File: config.mk
export PLATFORM = sky130hd
export DESIGN_NAME = cpu_seq_unit
export DESIGN_NICKNAME = d
export VERILOG_FILES = /design/src/rtl/cpu_seq_unit.sv
export SDC_FILE = /design/constraint.sdc
export NUM_CORES = 1
export LEC_CHECK = 0
export BUFFER_PORTS_ARGS = -buffer_cell sky130_fd_sc_hd__buf_4
export CAP_MARGIN = 20
export CORE_MARGIN = 2
export CORE_UTILIZATION = 30
export DETAILED_ROUTE_END_ITERATION = 7
export PLACE_DENSITY = 0.56
export SYNTH_ARGS = -nofsm -noshare
export SYNTH_HDL_FRONTEND = slang
export SYNTH_SLANG_ARGS = --single-unit
File: constraint.sdc
create_clock -name i_clk -period 2.3 [get_ports i_clk]
set_clock_uncertainty 0.1 [all_clocks]
set_input_delay 0.23 -clock i_clk [delete_from_list [all_inputs] [get_ports i_clk]]
set_output_delay 0.23 -clock i_clk [all_outputs]
set_load 0.02 [all_outputs]
File: src/rtl/cpu_seq_unit.sv
// ============================================================================
// Module      : cpu_seq_unit
// Description : Multi-cycle CPU sequencer (fetch / execute / trap) with
//               prioritised interrupts, multi-unit completion tracking and
//               retired-instruction counter. Optional execute watchdog is
//               enabled by defining CU_WATCHDOG_EN.
// Revision    : 1.0 - initial release
// ============================================================================
`default_nettype none

module cpu_seq_unit #(
    parameter int NUM_MC     = 3,
    parameter int NUM_IRQ    = 2,
    parameter int LVL_W      = 2,
    parameter int WDT_CYCLES = 1024
) (
    input  logic              i_clk,
    input  logic              i_rst,
    input  logic              i_bus_DV,
    input  logic [NUM_MC-1:0] i_mc_req,
    input  logic [NUM_MC-1:0] i_mc_done,
    input  logic [NUM_IRQ-1:0] i_irq,
    input  logic              i_trap_done,
    output logic [1:0]        o_state,
    output logic              o_load_PC,
    output logic              o_start_fetch,
    output logic              o_trap_start,
    output logic [LVL_W-1:0]  o_trap_level,
    output logic [31:0]       o_instret
);

    generate
        if (WDT_CYCLES < 2 || (1 << LVL_W) < (NUM_IRQ + 1)) begin : g_param_check
            $error("cpu_seq_unit: illegal WDT_CYCLES or LVL_W too narrow for NUM_IRQ+1 levels");
        end
    endgenerate

    typedef enum logic [1:0] {
        ST_FETCH = 2'd0,
        ST_EXEC  = 2'd1,
        ST_TRAP  = 2'd2
    } state_t;

    state_t             r_state;
    state_t             w_state_nxt;
    logic               r_boot;
    logic               r_start_fetch;
    logic               r_trap_start;
    logic [LVL_W-1:0]   r_trap_level;
    logic [31:0]        r_instret;

    logic               w_done;
    logic               w_irq_any;
    logic [LVL_W-1:0]   w_irq_lvl;
    logic               w_wdt_expire;
    logic               w_load_pc;
    logic               w_retire;
    logic               w_trap_enter;
    logic               w_to_fetch;
    logic [LVL_W-1:0]   w_trap_lvl_nxt;

    // Every requested unit must report done in the same cycle.
    assign w_done    = &(i_mc_done | ~i_mc_req);
    assign w_irq_any = |i_irq;

    // Highest set index wins.
    always_comb begin
        w_irq_lvl = '0;
        for (int i = 0; i < NUM_IRQ; i++) begin
            if (i_irq[i]) begin
                w_irq_lvl = LVL_W'(i);
            end
        end
    end

`ifdef CU_WATCHDOG_EN
    localparam int WDT_W = $clog2(WDT_CYCLES);

    logic [WDT_W-1:0] r_wdt;

    // Held at zero outside EXEC, so it starts from zero on each EXEC entry.
    always_ff @(posedge i_clk) begin
        if (i_rst) begin
            r_wdt <= '0;
        end else if (r_state != ST_EXEC) begin
            r_wdt <= '0;
        end else if (!w_done) begin
            r_wdt <= r_wdt + 1'b1;
        end
    end

    assign w_wdt_expire = (r_state == ST_EXEC) && !w_done &&
                          (r_wdt == WDT_W'(WDT_CYCLES - 1));
`else
    assign w_wdt_expire = 1'b0;
`endif

    always_comb begin
        w_state_nxt    = r_state;
        w_load_pc      = 1'b0;
        w_retire       = 1'b0;
        w_trap_enter   = 1'b0;
        w_to_fetch     = 1'b0;
        w_trap_lvl_nxt = r_trap_level;
        case (r_state)
            ST_FETCH: begin
                if (i_bus_DV) begin
                    w_state_nxt = ST_EXEC;
                end
            end
            ST_EXEC: begin
                // Normal completion takes precedence over watchdog expiry.
                if (w_done) begin
                    w_load_pc = 1'b1;
                    w_retire  = 1'b1;
                    if (w_irq_any) begin
                        w_state_nxt    = ST_TRAP;
                        w_trap_enter   = 1'b1;
                        w_trap_lvl_nxt = w_irq_lvl;
                    end else begin
                        w_state_nxt = ST_FETCH;
                        w_to_fetch  = 1'b1;
                    end
                end else if (w_wdt_expire) begin
                    w_load_pc      = 1'b1;
                    w_state_nxt    = ST_TRAP;
                    w_trap_enter   = 1'b1;
                    w_trap_lvl_nxt = LVL_W'(NUM_IRQ);
                end
            end
            ST_TRAP: begin
                if (i_trap_done) begin
                    w_load_pc   = 1'b1;
                    w_state_nxt = ST_FETCH;
                    w_to_fetch  = 1'b1;
                end
            end
            default: begin
                w_state_nxt = ST_FETCH;
            end
        endcase
    end

    always_ff @(posedge i_clk) begin
        if (i_rst) begin
            r_state       <= ST_FETCH;
            r_boot        <= 1'b1;
            r_start_fetch <= 1'b0;
            r_trap_start  <= 1'b0;
            r_trap_level  <= '0;
            r_instret     <= '0;
        end else begin
            r_state       <= w_state_nxt;
            r_boot        <= 1'b0;
            // r_boot only lives in FETCH, so it never coincides with a trap entry.
            r_start_fetch <= r_boot | w_to_fetch;
            r_trap_start  <= w_trap_enter;
            if (w_trap_enter) begin
                r_trap_level <= w_trap_lvl_nxt;
            end
            if (w_retire) begin
                r_instret <= r_instret + 32'd1;
            end
        end
    end

    assign o_state       = r_state;
    assign o_load_PC     = w_load_pc;
    assign o_start_fetch = r_start_fetch;
    assign o_trap_start  = r_trap_start;
    assign o_trap_level  = r_trap_level;
    assign o_instret     = r_instret;

endmodule

`default_nettype wire

# Yosys cells after proc, flatten, opt, wreduce, memory -nomap -nowiden
# Index checks and enable logic that the tools add are counted.
[totals]
rom_bits = 0
memories = 0
inputBits = 12
ram_bits = 0
latchBits = 0
elab_cells = 37
regBits = 39
[classes]
addsub = 1
shifts = 0
order_cmp = 0
muxes = 17
mul = 0
eq_ne = 5
reduce_logical = 5
bitwise = 3
div = 0
[ops]
columns = ["op", "count"]
rows = [
  ["$add A32 B1 Y32 const B", 1],
  ["$mux W1", 10],
  ["$mux W2", 4],
  ["$ne A2 B2 Y1 const B", 3],
  ["$pmux W2 S3", 1],
  ["$reduce_and A3 Y1", 2],
  ["$reduce_and A6 Y1", 1],
  ["$pmux W1 S2", 2],
  ["$not A3 Y3", 1],
  ["$or A3 B3 Y3", 1],
  ["$eq A2 B1 Y1 const B", 1],
  ["$eq A2 B2 Y1 const B", 1],
  ["$logic_not A2 Y1", 1],
  ["$reduce_or A2 Y1", 1],
  ["$or A1 B1 Y1", 1],
]

# Logic depth before layout (Yosys ltp)
[logic_depth]
depth_word = 6
depth_mapped = 8
mapped_depth_nobuf = 7

# Worst setup path after synthesis
# Ideal clock, no wire load.
[synth_timing]
kind = "flip-flop to flip-flop"
startpoint = "register r_state[0], in the netlist o_state[0]"
endpoint = "register r_instret[23], in the netlist o_instret[23]"
arrival_time_ns = 1.880
required_ns = 2.077
synth_period_minus_slack_ns = 2.103
path_buffers = 1
stages_incl_launch_ff = 8
path_slack_ns = 0.197
cell_sequence = "dfxtp_1 > ha_1 > nand4_2 > nor4_1 > and3_1 > buf_6 > nand3_1 > mux2_1"
[synth_via]
elab_chain_cells = 2
[synth_rtl]
columns = ["element", "line_no", "source"]
rows = [
  ["start: declaration", "44", "state_t r_state;"],
  ["start signal: assignment", "153", "r_state <= w_state_nxt;"],
  ["$eq A2 B1 Y1", "105", "case (r_state)"],
  ["$mux W1", "105", ""],
  ["end signal: assignment", "162", "r_instret <= r_instret + 32'd1;"],
  ["end: declaration", "50", "logic [31:0] r_instret;"],
]
# Every way passes these cells.
# A chain may end at the register's enable or synchronous reset.

# Final worst setup path
[layout_timing]
startpoint = "register r_state[1], in the netlist o_state[1]"
endpoint = "register r_instret[23], in the netlist o_instret[23]"
# The elaborated chain is that of the path after synthesis.

==> summary.txt <==
Worst setup path
  – Crit end category: flop
  – Worst setup path class: reg2reg
  – FF-to-FF setup slack: 0.24 ns
  – Startpoint class of the critical path: flop
  – CP max stage delay: 0.35 ns
  – Worst-path fanout max: 9
  – Crit path cell chain: inv_1 -> ha_1 -> nand4_2 -> nor4_1 -> and3_2 -> nand3_1 -> mux2_1
  – CP Data Required Time: 2.39 ns
  – CP Data Arrival Time: 2.15 ns
  – CP max stage cell: and3_2

Clock network
  – Clock Root Buffer: clkbuf_8
  – # hold bufs at CTS: 0
  – Clock Tree Buf Depth: 2
  – CTS buffer count: 5
  – H-Tree Depth: 2
  – Clk sinks: 38
  – Clock transition at path regs: 0.08 ns
  – CTS tree: yes
  – Skew-Pair Late Insertion Delay: 0.29 ns

Layout
  – Most frequent cells in the layout: buf_4 (55), dfxtp_1 (38), nor2_1 (33)
  – Finished Layout Cells: 348
  – Area grow syn2layout: 31.8%
  – Fillers: 615
  – Nets: 288
  – N_diodes: 0
  – Layout cells sized above 1: 27.8%
  – Commonest non-fill, non-tap cell in the layout: buf_4

Power
  – Clock group share of total power: 47.1%
  – Sw Ratio: 21.9%
  – Worst IR Drop VDD: 0.239 mV
  – NetSw: 333 uW
  – Pleak: 1.01 nW
  – Flop pwr share: 44.4%
  – Power density over the cells: 611 nW/um^2
  – Power Internal: 1.18 mW
  – Comb pwr share: 8.5%

Floorplanning
  – Initial Util: 31.5%
  – Core area: 5990 um^2
  – Die H: 83.3 um
  – Io pins: 51
  – DIE AREA: 6940 um^2
  – # rows: 28
  – Die width: 83.3 um

Routing
  – Number of remaining DRC errors: 0
  – DR pass1 iterations: 4
  – Iteration-0 DRC count of the detailed router: 57
  – Routed Antenna Nets: 0
  – Vias/cell: 4.88
  – WL final: 4.56 mm
  – Vias: 1,699
  – Avg WL per Cell: 13.1 um

Synthesis
  – Area leader, netlist: dfxtp_1
  – Post-synth EDFFs: 0
  – Post-synthesis sequential area ratio: 40.3%
  – Yosys reg bits: 38
  – Ys flop type: dfxtp_1
  – Adder-cell area share of the yosys netlist: 2.65%
  – Mapped Nets: 236
  – Count of different cell masters after synthesis: 40
  – Largest family of logic cells by synthesized area: simple AND/OR/NAND/NOR gates
  – Yosys warnings: 0
  – Largest cells by area after synthesis: dfxtp_1 (40%), nor2_1 (6.6%), xnor2_1 (6.5%), nand4_1 (3.6%), nand3_1 (3.2%)
  – Simple-Gate Fraction of Synth Area: 32.4%
  – Yosys top cell area share: 40.3%
  – Post-Syn Area per Cell: 8.57 um^2
  – Async S/R FF share, synth: 0%
  – Synth Instances: 220
  – Post-Syn Area: 1890 um^2
  – Synth Area in Compound Gates: 7.56%
  – XOR/XNOR share of the synthesized area: 9.29%
  – Post-synthesis mux area share: 2.99%

STA
  – Tmin final: 2.06 ns
  – Max frequency: 485 MHz
  – Max-slew violation count: 0
  – Hold Fails Final Rpt: 0
  – RSZ-0062 raised after global routing: false
  – Count of final setup violators: 0
  – Period Utilization, post-route: 89.6%
  – Setup TNS: 0 ns

Placement
  – Port Buf Inserts: 49
  – Placed instance count: 338
  – Gpl congestion: 0.788
  – DPL Wire Length: 3.22 mm

Worst hold path
  – Worst Hold Class: in2reg

Global routing
  – Largest net degree at the start of global routing: 46
  – Initial antenna violation count: 0
  – First-pass GRT wire length: 7.77 mm
  – Number of global-route vias before repair: 1,639
  – GRT Overall Usage: 13.7%
  – Final global-route overflow total: 0

Run
  – MaxCap Viol Count: 0

Outcome
  – Status: finished clean
==> power groups by stage <==
stage                     clock [mW]  sequential (mW)  combinational [mW]
after floorplan                    0            0.700              0.0648
after global routing           0.757            0.676               0.143
final                          0.715            0.675               0.129
after detailed placement           0            0.690               0.126
after global placement             0            0.690               0.125
after CTS                      0.733            0.675               0.126
==> worst paths after layout <==
| kind | startpoint | endpoint | cells after the start |
|---|---|---|---|
| setup / recovery | o_state[1] | o_instret[23] | 7 |
| hold / removal | i_irq[1] | o_trap_level[0] | 3 |
| setup reg to reg | o_state[1] | o_instret[23] | 7 |
| hold reg to reg | r_boot | o_start_fetch | 2 |
==> worst max-delay path, delay by kind of cell, from the launching register on <==
kind / cells / cell delay, ns
buffers and inverters: 1 / 0.09
adders and majority gates: 1 / 0.19
muxes: 1 / 0.32
DFF: 1 / 0.33
and+or+nand+nor: 4 / 0.93
==> cell usage after synthesis, drive strengths merged (2+ instances only) <==
library cell	instances
xor2	6
nand4	14
inv	9
nand2b	4
and4	2
and3	5
nor3	10
or3	5
buf	5
nor4	8
ha	4
nand2	11
xnor2	14
a21oi	9
dfxtp	38
clkbuf	5
nor2b	3
nand3	13
mux2	5
o21ai	6
nor2	33
==> area by class of cell <==
| class | instances | area (um^2) | area share [%] |
|---|---|---|---|
| multi-input cells | 163 | 1040 | 41.9 |
| flip-flops and latches | 38 | 761 | 30.6 |
| repair buffers | 55 | 413 | 16.6 |
| well taps | 75 | 93.8 | 3.78 |
| clock buffers | 6 | 82.6 | 3.32 |
| clock inverters | 2 | 60.1 | 2.42 |
| inverters | 9 | 33.8 | 1.36 |
==> repair_timing <==
action                                  CTS  global route
hold endpoints to repair                  0             0
gates resized for setup                   0             1
setup buffers                             0             2
endpoints found under the setup margin    0             5
==> through the flow <==
stage	setup WS (ns)	utilization, %	hold slack, ns	area, um^2	total power, mW
after floorplan	0.197	-	0.158	1890	0.765
after global placement	0.206	38.8	0.326	2330	0.815
after detailed placement	0.128	38.8	0.323	2330	0.816
after CTS	0.0533	41.2	0.116	2470	1.53
after global routing	0.0450	41.5	0.155	2480	1.58
final	0.239	41.5	0.126	2480	1.52
==> routing by layer <==
layer / track usage (%) / wire length (um)
met5: 0 / 0
met2: 21.3 / 2070
met3: 4.08 / 180
met1: 17.9 / 2250
met4: 5.37 / 56
==> registers in the layout, summed over array words and instances, names as in the netlist <==
register / cells
o_state: 2
o_instret: 32
o_trap_start: 1
o_trap_level: 1
r_boot: 1
o_start_fetch: 1
==> cell families after synthesis <==
group / after synthesis
XOR/XNOR: 20
AND/OR/NAND/NOR: 110
AO/OA/AOI/OAI: 23
multiplexers: 5
buffers and inverters: 19
adder cells (fa/ha/maj): 4
flip-flops: 38
other: 1
No activity file was read; power rests on OpenSTA's default activity.
